## config.mk

```make
export PLATFORM = sky130hd
export DESIGN_NAME = kernel_launch_ctrl_flat
export DESIGN_NICKNAME = d
export VERILOG_FILES = /design/src/rtl/klc_pkg.sv /design/src/rtl/kernel_launch_ctrl_if.sv /design/src/rtl/klc_rise_det.sv /design/src/rtl/kernel_launch_ctrl.sv /design/src/flat_wrapper.sv
export SDC_FILE = /design/constraint.sdc
export NUM_CORES = 1
export LEC_CHECK = 0
export BUFFER_PORTS_ARGS = -buffer_cell sky130_fd_sc_hd__clkbuf_2
export CAP_MARGIN = 10
export CORE_AREA = 2 2 39 41
export CTS_CLUSTER_SIZE = 8
export DETAILED_ROUTE_END_ITERATION = 16
export DIE_AREA = 0 0 41 43
export PLACE_DENSITY_LB_ADDON = 0.05
export SLEW_MARGIN = 5
export SYNTH_ARGS = -nofsm -noshare
export SYNTH_HDL_FRONTEND = slang
export SYNTH_SLANG_ARGS = --single-unit
```

## constraint.sdc

```tcl
create_clock -name clk -period 1.3 [get_ports clk]
set_input_delay 0.13 -clock clk [delete_from_list [all_inputs] [get_ports clk]]
set_output_delay 0.13 -clock clk [all_outputs]
set_load 0.02 [all_outputs]
```

## src/rtl/klc_pkg.sv

```systemverilog
// Shared types and sizing helpers for kernel_launch_ctrl.
// The watchdog counter width is derived from the configured timeout limit.
package klc_pkg;

  typedef enum logic [1:0] {
    IDLE   = 2'd0,
    LAUNCH = 2'd1,
    RUN    = 2'd2,
    HOLD   = 2'd3
  } klc_state_e;

  localparam int KLC_TIMEOUT_CY = 1024;

  function automatic int klc_cnt_w(input int timeout_cy);
    return $clog2(timeout_cy) + 1;
  endfunction

  localparam int KLC_CNT_W = klc_cnt_w(KLC_TIMEOUT_CY);

endpackage

```

## src/rtl/kernel_launch_ctrl_if.sv

```systemverilog
// Bundle between host/kernel environment (master) and the launch controller (slave).
// Handshake: a transfer happens on a posedge where valid and ready are both high; a
// valid source holds valid and data stable until that edge, and ready never waits on valid.
interface kernel_launch_ctrl_if #(
  parameter int ARG_W = 1,
  parameter int RES_W = 2
);
  import klc_pkg::*;

  logic             arg_valid;
  logic             arg_ready;
  logic [ARG_W-1:0] arg_data;
  logic             k_r_enable;
  logic [ARG_W-1:0] k_init;
  logic             k_w_enable;
  logic [RES_W-1:0] k_result;
  logic             res_valid;
  logic             res_ready;
  logic [RES_W-1:0] res_data;
  logic             res_timeout;
  logic             busy;
  klc_state_e       dbg_state;

  modport master (
    output arg_valid, arg_data, res_ready, k_w_enable, k_result,
    input  arg_ready, k_r_enable, k_init, res_valid, res_data, res_timeout, busy, dbg_state
  );

  modport slave (
    input  arg_valid, arg_data, res_ready, k_w_enable, k_result,
    output arg_ready, k_r_enable, k_init, res_valid, res_data, res_timeout, busy, dbg_state
  );

endinterface

```

## src/rtl/klc_rise_det.sv

```systemverilog
// Registered 0->1 detector: o_rise is high while i_d is high and was low last cycle.
module klc_rise_det (
  input  logic clk,
  input  logic i_clr,
  input  logic i_d,
  output logic o_rise
);

  logic r_q;

  always_ff @(posedge clk) begin
    if (i_clr) r_q <= 1'b0;
    else       r_q <= i_d;
  end

  assign o_rise = i_d & ~r_q;

endmodule

```

## src/rtl/kernel_launch_ctrl.sv

```systemverilog
// Drives one HLS kernel run per accepted argument and returns its result on a handshake.
// Optional watchdog: define KLC_TIMEOUT_EN to turn a stuck run into a timeout result.
module kernel_launch_ctrl
  import klc_pkg::*;
#(
  parameter int ARG_W      = 1,
  parameter int RES_W      = 2,
  parameter int TIMEOUT_CY = KLC_TIMEOUT_CY
) (
  input  logic                 clk,
  input  logic                 reset,
  kernel_launch_ctrl_if.slave  bus
);

  klc_state_e       r_state;
  logic             r_k_r_enable;
  logic [ARG_W-1:0] r_k_init;
  logic             r_res_valid;
  logic [RES_W-1:0] r_res_data;
  logic             w_rise;

  // History samples k_w_enable every cycle, so in LAUNCH it is loaded with the current
  // level and a done level already high on entering RUN is not mistaken for a new edge.
  klc_rise_det u_rise_det (
    .clk    (clk),
    .i_clr  (reset),
    .i_d    (bus.k_w_enable),
    .o_rise (w_rise)
  );

`ifdef KLC_TIMEOUT_EN
  localparam int CNT_W = klc_cnt_w(TIMEOUT_CY);
  logic [CNT_W-1:0] r_cnt;
  logic             r_res_timeout;
`endif

  always_ff @(posedge clk) begin
    if (reset) begin
      r_state       <= IDLE;
      r_k_r_enable  <= 1'b0;
      r_k_init      <= '0;
      r_res_valid   <= 1'b0;
      r_res_data    <= '0;
`ifdef KLC_TIMEOUT_EN
      r_cnt         <= '0;
      r_res_timeout <= 1'b0;
`endif
    end else begin
      r_k_r_enable <= 1'b0;
      case (r_state)
        IDLE: begin
          if (bus.arg_valid) begin
            r_k_init     <= bus.arg_data;
            r_k_r_enable <= 1'b1;
            r_state      <= LAUNCH;
          end
        end
        LAUNCH: begin
`ifdef KLC_TIMEOUT_EN
          r_cnt   <= '0;
`endif
          r_state <= RUN;
        end
        RUN: begin
          if (w_rise) begin
            r_res_data    <= bus.k_result;
`ifdef KLC_TIMEOUT_EN
            r_res_timeout <= 1'b0;
`endif
            r_res_valid   <= 1'b1;
            r_state       <= HOLD;
          end
`ifdef KLC_TIMEOUT_EN
          else if (r_cnt == CNT_W'(TIMEOUT_CY - 1)) begin
            r_res_data    <= '0;
            r_res_timeout <= 1'b1;
            r_res_valid   <= 1'b1;
            r_state       <= HOLD;
          end else begin
            r_cnt <= r_cnt + 1'b1;
          end
`endif
        end
        HOLD: begin
          if (bus.res_ready) begin
            r_res_valid <= 1'b0;
            r_state     <= IDLE;
          end
        end
        default: r_state <= IDLE;
      endcase
    end
  end

  assign bus.arg_ready  = (r_state == IDLE) & ~reset;
  assign bus.busy       = (r_state != IDLE);
  assign bus.dbg_state  = r_state;
  assign bus.k_r_enable = r_k_r_enable;
  assign bus.k_init     = r_k_init;
  assign bus.res_valid  = r_res_valid;
  assign bus.res_data   = r_res_data;
`ifdef KLC_TIMEOUT_EN
  assign bus.res_timeout = r_res_timeout;
`else
  // No watchdog in this build: the limit only matters as a sanity bound, flag is always 0.
  assign bus.res_timeout = (TIMEOUT_CY < 0);
`endif

endmodule

```

## src/flat_wrapper.sv

```systemverilog
// flat-port wrapper written by rule: the top's interface ports become plain ports
module kernel_launch_ctrl_flat import klc_pkg::*;
#(
  parameter int ARG_W      = 1,
  parameter int RES_W      = 2,
  parameter int TIMEOUT_CY = KLC_TIMEOUT_CY
)
  (clk, reset, bus_arg_valid, bus_arg_data, bus_res_ready, bus_k_w_enable, bus_k_result, bus_arg_ready, bus_k_r_enable, bus_k_init, bus_res_valid, bus_res_data, bus_res_timeout, bus_busy, bus_dbg_state);
  kernel_launch_ctrl_if #(.ARG_W(ARG_W), .RES_W(RES_W)) bus_i ();
  input  logic clk;
  input  logic reset;
  input wire logic [$bits(bus_i.arg_valid)-1:0] bus_arg_valid;
  input wire logic [$bits(bus_i.arg_data)-1:0] bus_arg_data;
  input wire logic [$bits(bus_i.res_ready)-1:0] bus_res_ready;
  input wire logic [$bits(bus_i.k_w_enable)-1:0] bus_k_w_enable;
  input wire logic [$bits(bus_i.k_result)-1:0] bus_k_result;
  output wire logic [$bits(bus_i.arg_ready)-1:0] bus_arg_ready;
  output wire logic [$bits(bus_i.k_r_enable)-1:0] bus_k_r_enable;
  output wire logic [$bits(bus_i.k_init)-1:0] bus_k_init;
  output wire logic [$bits(bus_i.res_valid)-1:0] bus_res_valid;
  output wire logic [$bits(bus_i.res_data)-1:0] bus_res_data;
  output wire logic [$bits(bus_i.res_timeout)-1:0] bus_res_timeout;
  output wire logic [$bits(bus_i.busy)-1:0] bus_busy;
  output wire logic [$bits(bus_i.dbg_state)-1:0] bus_dbg_state;
  assign bus_i.arg_valid = bus_arg_valid;
  assign bus_i.arg_data = bus_arg_data;
  assign bus_i.res_ready = bus_res_ready;
  assign bus_i.k_w_enable = bus_k_w_enable;
  assign bus_i.k_result = bus_k_result;
  assign bus_arg_ready = bus_i.arg_ready;
  assign bus_k_r_enable = bus_i.k_r_enable;
  assign bus_k_init = bus_i.k_init;
  assign bus_res_valid = bus_i.res_valid;
  assign bus_res_data = bus_i.res_data;
  assign bus_res_timeout = bus_i.res_timeout;
  assign bus_busy = bus_i.busy;
  assign bus_dbg_state = bus_i.dbg_state;
  kernel_launch_ctrl #(.ARG_W(ARG_W), .RES_W(RES_W), .TIMEOUT_CY(TIMEOUT_CY)) u_core (.clk(clk), .reset(reset), .bus(bus_i));
endmodule
```

# Word level (Yosys, flattened, before mapping)
# Index checks and enable logic that the tools add are counted.
op_classes:
  n_reduce_logical: 8
  eq_ne: 6
  muxes: 8
  bitwise: 5
ops:
  columns: ["op", "count"]
  rows:
  - ["2-bit one-hot mux with 4 select lines", 1]
  - ["2-bit two-way mux", 3]
  - ["2-bit inequality test, second input constant", 3]
  - ["3-bit AND reduction", 2]
  - ["2-bit == test, second input constant", 2]
  - ["2-bit AND reduction", 2]
  - ["2-bit nonzero test", 2]
  - ["1-bit two-way mux", 3]
  - ["1-bit inverter", 3]
  - ["1-bit bitwise AND", 2]
  - ["2-bit by 1-bit == test with 1-bit output, second input constant", 1]
  - ["2-bit zero test", 1]
  - ["1-bit one-hot mux with 2 select lines", 1]
  - ["2-bit OR reduction", 1]
word_totals:
  in_bits: 8
  word_cells: 33
  register_bits: 8
  output_inout_bits: 10

# Longest topological paths before layout
depth:
  ltp_word: 4
  mapped_depth: 5

# Modules after synthesis
# From an unflattened synthesis, not the netlist that was laid out.
hier_totals:
  hier_cells: 49
  area_unflattened_um2: 430.4
by_module_without_submodules:
  columns: ["module", "n_inst", "cells_each", "seq_area_each_um2", "area_each_um2"]
  rows:
  - ["kernel_launch_ctrl", 1, 46, 140.1, 382.9]
  - ["klc_rise_det", 1, 3, 20.0, 47.5]

# Worst setup path after synthesis
# No wires, ideal clock.
synth_timing:
  path_kind: "reg-to-reg"
  start: "register u_core.r_state[0], in the netlist u_core.bus.dbg_state[0]"
  end: "register u_core.r_state[0], in the netlist u_core.bus.dbg_state[0]"
  setup_ns: 0.086
  arrival_ns: 1.407
  path_stages_with_launch: 6
  path_slack_ns: -0.192
  required_time_ns: 1.214
  path_buffers: 0
  period_less_slack_ns: 1.492
  path_cell_list: "dfxtp_1 inv_1 ha_1 nor2b_1 a211o_1 a211oi_1"
synth_between:
  elab_chain_len: 3
  elab_cells_between_ends: 9
  cone_classes: "eq/ne (6); mux (1); reduce/logical (2)"
synth_rtl:
  columns: ["element", "line", "source"]
  rows:
  - ["from (decl)", "kernel_launch_ctrl.sv:15", "klc_state_e r_state;"]
  - ["from (signal assigned)", "kernel_launch_ctrl.sv:39", "r_state <= IDLE;"]
  - ["from (signal assigned)", "kernel_launch_ctrl.sv:55", "r_state <= LAUNCH;"]
  - ["from (signal assigned)", "kernel_launch_ctrl.sv:62", "r_state <= RUN;"]
  - ["2-bit == test or 2-bit zero test (tied branches)", "kernel_launch_ctrl.sv:50", "case (r_state)"]
  - ["2-bit inequality test (no line)", null, null]
  - ["3-bit AND reduction (no line)", null, null]
# Parallel ways exist; a longest one is shown, timed or not.
# A chain may end at the register's enable or synchronous reset.

# Worst setup path in the final report
# Ends and elaborated chain as after synthesis.

==> out/qor.txt <==
Status: finished with violations
Violated checks: setup timing
Main combinational cell family by area after synthesis: simple AND/OR/NAND/NOR gates
Post-route DRC violation count: 0
Number of cells in the design after placement: 77
Portion of total power attributed to combinational logic: 58.7%
Seq/Total Area, Yosys: 38.2%
Horiz. Die Dim: 41 um
Top flip-flop cell by instance count after synthesis: dfxtp_1
Logic depth of the worst register-to-register path: 4
Root Buffer: clkbuf_4
Max rail drop VDD: 0.793 mV
Maximum number of pins on one net before global-route repair: 10
Portion of netlist area occupied by mux cells: 7.16%
Max capacitance violation total: 0
Most frequent cells after synthesis: 8 x dfxtp_1, 5 x ha_1, 4 x nand2_1
Xor-xnor portion of the synthesized cell area: 0%
Standard cell with the maximum stage delay on the critical path: dfxtp_4
Slack of the critical path: -0.0327 ns
FF-to-FF End: u_core.bus.dbg_state[0]$_SDFFE_PP0P_
HPWL after detailed placement: 643 um
Startpoint of the tightest hold check path: bus_k_result[1]
Worst reg2reg setup slack: -0.03 ns
Post-synthesis net count: 58
Number of buffers on the longest clock path: 2
# clock sinks: 8
Die outline height: 43 um
Total routing resource utilization after global routing: 14.3%
Power spent charging and discharging nets: 0.503 mW
Clock Skew: 0.000741 ns
First-pass GRT wire length: 1600 um
Count leader, synth: dfxtp_1
Critical Path Fanout Max: 3
Initial Util: 30.3%
Average via count per standard cell: 4.56
Nature of the critical path startpoint: flop
Count of nets left with antenna violations after detail routing: 0
Core Footprint: 1380 um^2
Worst slack at placement: -0.0267 ns
Worst hold path depth: 3
1st-pass router iterations: 4
Number of clock buffers inserted by TritonCTS: 3
Crit path DAT: 1.50 ns
Core Rows: 14
Endpoint of the worst hold-timing path: u_core.bus.res_data[1]$_SDFFE_PP0P_
Final weighted congestion in routability-driven placement: 0.629
Path category of the worst min-delay check: primary input to flop
Share of final-layout standard cells stronger than drive strength 1: 62.9%
Synth Area in Adders: 14.9%
Cell area after synthesis: 419 um^2
Share of synthesized cell area in and, or, nand and nor gates: 26.9%
Final antenna diode count: 0
Number of global-route vias before repair: 360
Share of total power in sequential cells: 26.9%
Top area cells in the synthesized netlist: dfxtp_1 38%, ha_1 15%, mux2i_1 7.2%
Total vias in the final route: 392
Final non-filler cell total: 86
Netlist cell types: 22
Average cell area after synthesis: 9.31 um^2
Endpoints failing hold: 0
Total setup violations reported at the end of the flow: 1
Post-route cell area: 709 um^2
Count of hold-fix buffers inserted at cts: 0
Fmax: 750 MHz
Clock slew at the register clock pins of the worst setup and hold paths: 0.05 ns
Die Area: 1760 um^2
Final period util: 103%
TritonCTS clock tree: yes
P_leak: 0.326 nW
Layout overhead on the synthesized area: 69.3%
Area fraction of the dominant cell type after synthesis: 38.2%
Accumulated negative setup slack: -0.0327 ns
Total congestion overflow after global routing: 0
Clock power frac: 14.5%
Starting DRC count in detailed routing: 4
Time the final worst path needs with I/O delays and setup: 1.33 ns
FF+latch area: 168 um^2
Share of total power consumed by net switching: 38.3%
Synth area leader: dfxtp_1
Final wirelength: 1060 um
Overall power: 1.31 mW
Net total in the final layout: 85
Post-DP Area: 536 um^2
Count of mapped cells out of synthesis: 45
Utilization after layout: 51.3%
Critical path endpoint category: flop
Minimum hold slack: 0.112 ns
Number of synthesized flops with an enable pin: 0
H-Tree Depth: 1
Longest individual stage delay on the worst path: 0.36 ns
Number of synthesized register bits: 8
Number of top-level design ports: 18
Count of warnings emitted by yosys: 0
Unrepaired setup endpoints after global routing: yes
Synthesized-area fraction occupied by ao, oa, aoi and oai cells: 6.57%
Cell internal power dissipation: 0.810 mW
Power density normalized to cell area: 1850 nW/um^2
Quantity of I/O buffers inserted on ports: 16
Category of the most critical setup path: flop to flop
Layout filler cell count: 133
Insertion delay to the later sink of the worst-skew pair: 0.25 ns
Required time of the critical path: 1.46 ns
Wire length per cell after detailed routing: 12.3 um
Antenna violations before repair: 0
Proportion of synthesized flip-flops having asynchronous set or reset: 0%
Startpoint of the worst register-to-register path: u_core.bus.dbg_state[0]$_SDFFE_PP0P_
Multi-input combinational cell area: 322 um^2
Slew Limit Fails: 0
Cells along the critical path: ha_2 > nor2b_4 > a211o_1 > a211oi_2
==> registers in the layout (all words and copies together) (netlist names) <==
register / count
u_core.bus.dbg_state: 2
u_core.bus.res_data: 2
u_core.bus.k_init: 1
u_core.bus.k_r_enable: 1
u_core.bus.res_valid: 1
u_core.u_rise_det.r_q: 1
==> critical path: cells and delay by family (launching register included) <==
family / cells / cell delay [ns]
simple gates: 1 / 0.14
flops: 1 / 0.36
fa+ha+maj: 1 / 0.20
compound gates: 2 / 0.55
==> power groups by stage <==
stage | combinational (mW) | clock, mW | sequential [mW]
CTS | 0.707 | 0.206 | 0.344
global route | 0.832 | 0.220 | 0.359
global placement | 0.450 | 0 | 0.344
finish | 0.770 | 0.190 | 0.353
floorplan | 0.235 | 0 | 0.395
detailed placement | 0.444 | 0 | 0.343
==> logic make-up after synthesis <==
group | after synthesis
AND/OR/NAND/NOR | 19
flip-flops | 8
adder cells (fa/ha/maj) | 5
AO/OA/AOI/OAI | 4
multiplexers | 3
buffers and inverters | 5
other | 1
==> routing by layer <==
layer	track usage, %	routed length, um	vias up
met5	0	0	-
met3	5.24	71	2
met2	20.6	518	18
li1	-	-	198
met1	17.5	459	174
met4	8.00	4	0
==> placed cells by master, fill, tap and decap left out, types with 2 or more instances in the layout <==
master    synthesis  layout
buf_4             1       8
clkbuf_2          0      14
clkbuf_4          0       3
dfxtp_1           8       6
dfxtp_4           0       2
ha_2              0       2
ha_4              0       3
inv_4             0       2
mux2i_1           3       3
nand2_1           4       4
nand2b_1          2       2
nand3_1           2       2
nor2_1            3       2
nor2b_4           0       2
==> timing repair <==
item / in CTS / in global routing
resized for setup: 16 / 11
cloned: 0 / 0
pin swaps: 5 / 3
endpoints found under the setup margin: 3 / 7
buffers inserted: 6 / 0
==> layout make-up <==
| class | instances | share of cell area [%] |
|---|---|---|
| timing repair buffer | 24 | 22.0 |
| clock buffer | 3 | 3.17 |
| sequential | 8 | 23.6 |
| multi-input combinational | 32 | 45.3 |
| inverter | 3 | 3.00 |
| tap | 16 | 2.82 |
==> worst max-delay path by stage <==
stage	cells after the start	to	start	slack, ns
3_5_place_dp	4	u_core.bus.dbg_state[0]$_SDFFE_PP0P_	u_core.bus.dbg_state[1]$_SDFFE_PP0P_	-0.03
4_1_cts	5	u_core.bus.dbg_state[0]$_SDFFE_PP0P_	u_core.bus.dbg_state[1]$_SDFFE_PP0P_	-0.006
5_1_grt	4	u_core.bus.dbg_state[0]$_SDFFE_PP0P_	u_core.bus.dbg_state[0]$_SDFFE_PP0P_	-0.06
6_report	4	u_core.bus.dbg_state[0]$_SDFFE_PP0P_	u_core.bus.dbg_state[0]$_SDFFE_PP0P_	-0.03
2_1_floorplan	5	u_core.bus.dbg_state[0]$_SDFFE_PP0P_	u_core.bus.dbg_state[1]$_SDFFE_PP0P_	0.005
3_3_place_gp	4	u_core.bus.dbg_state[0]$_SDFFE_PP0P_	u_core.bus.dbg_state[0]$_SDFFE_PP0P_	0.008
Note: power is estimated with default switching activity, not from simulation.
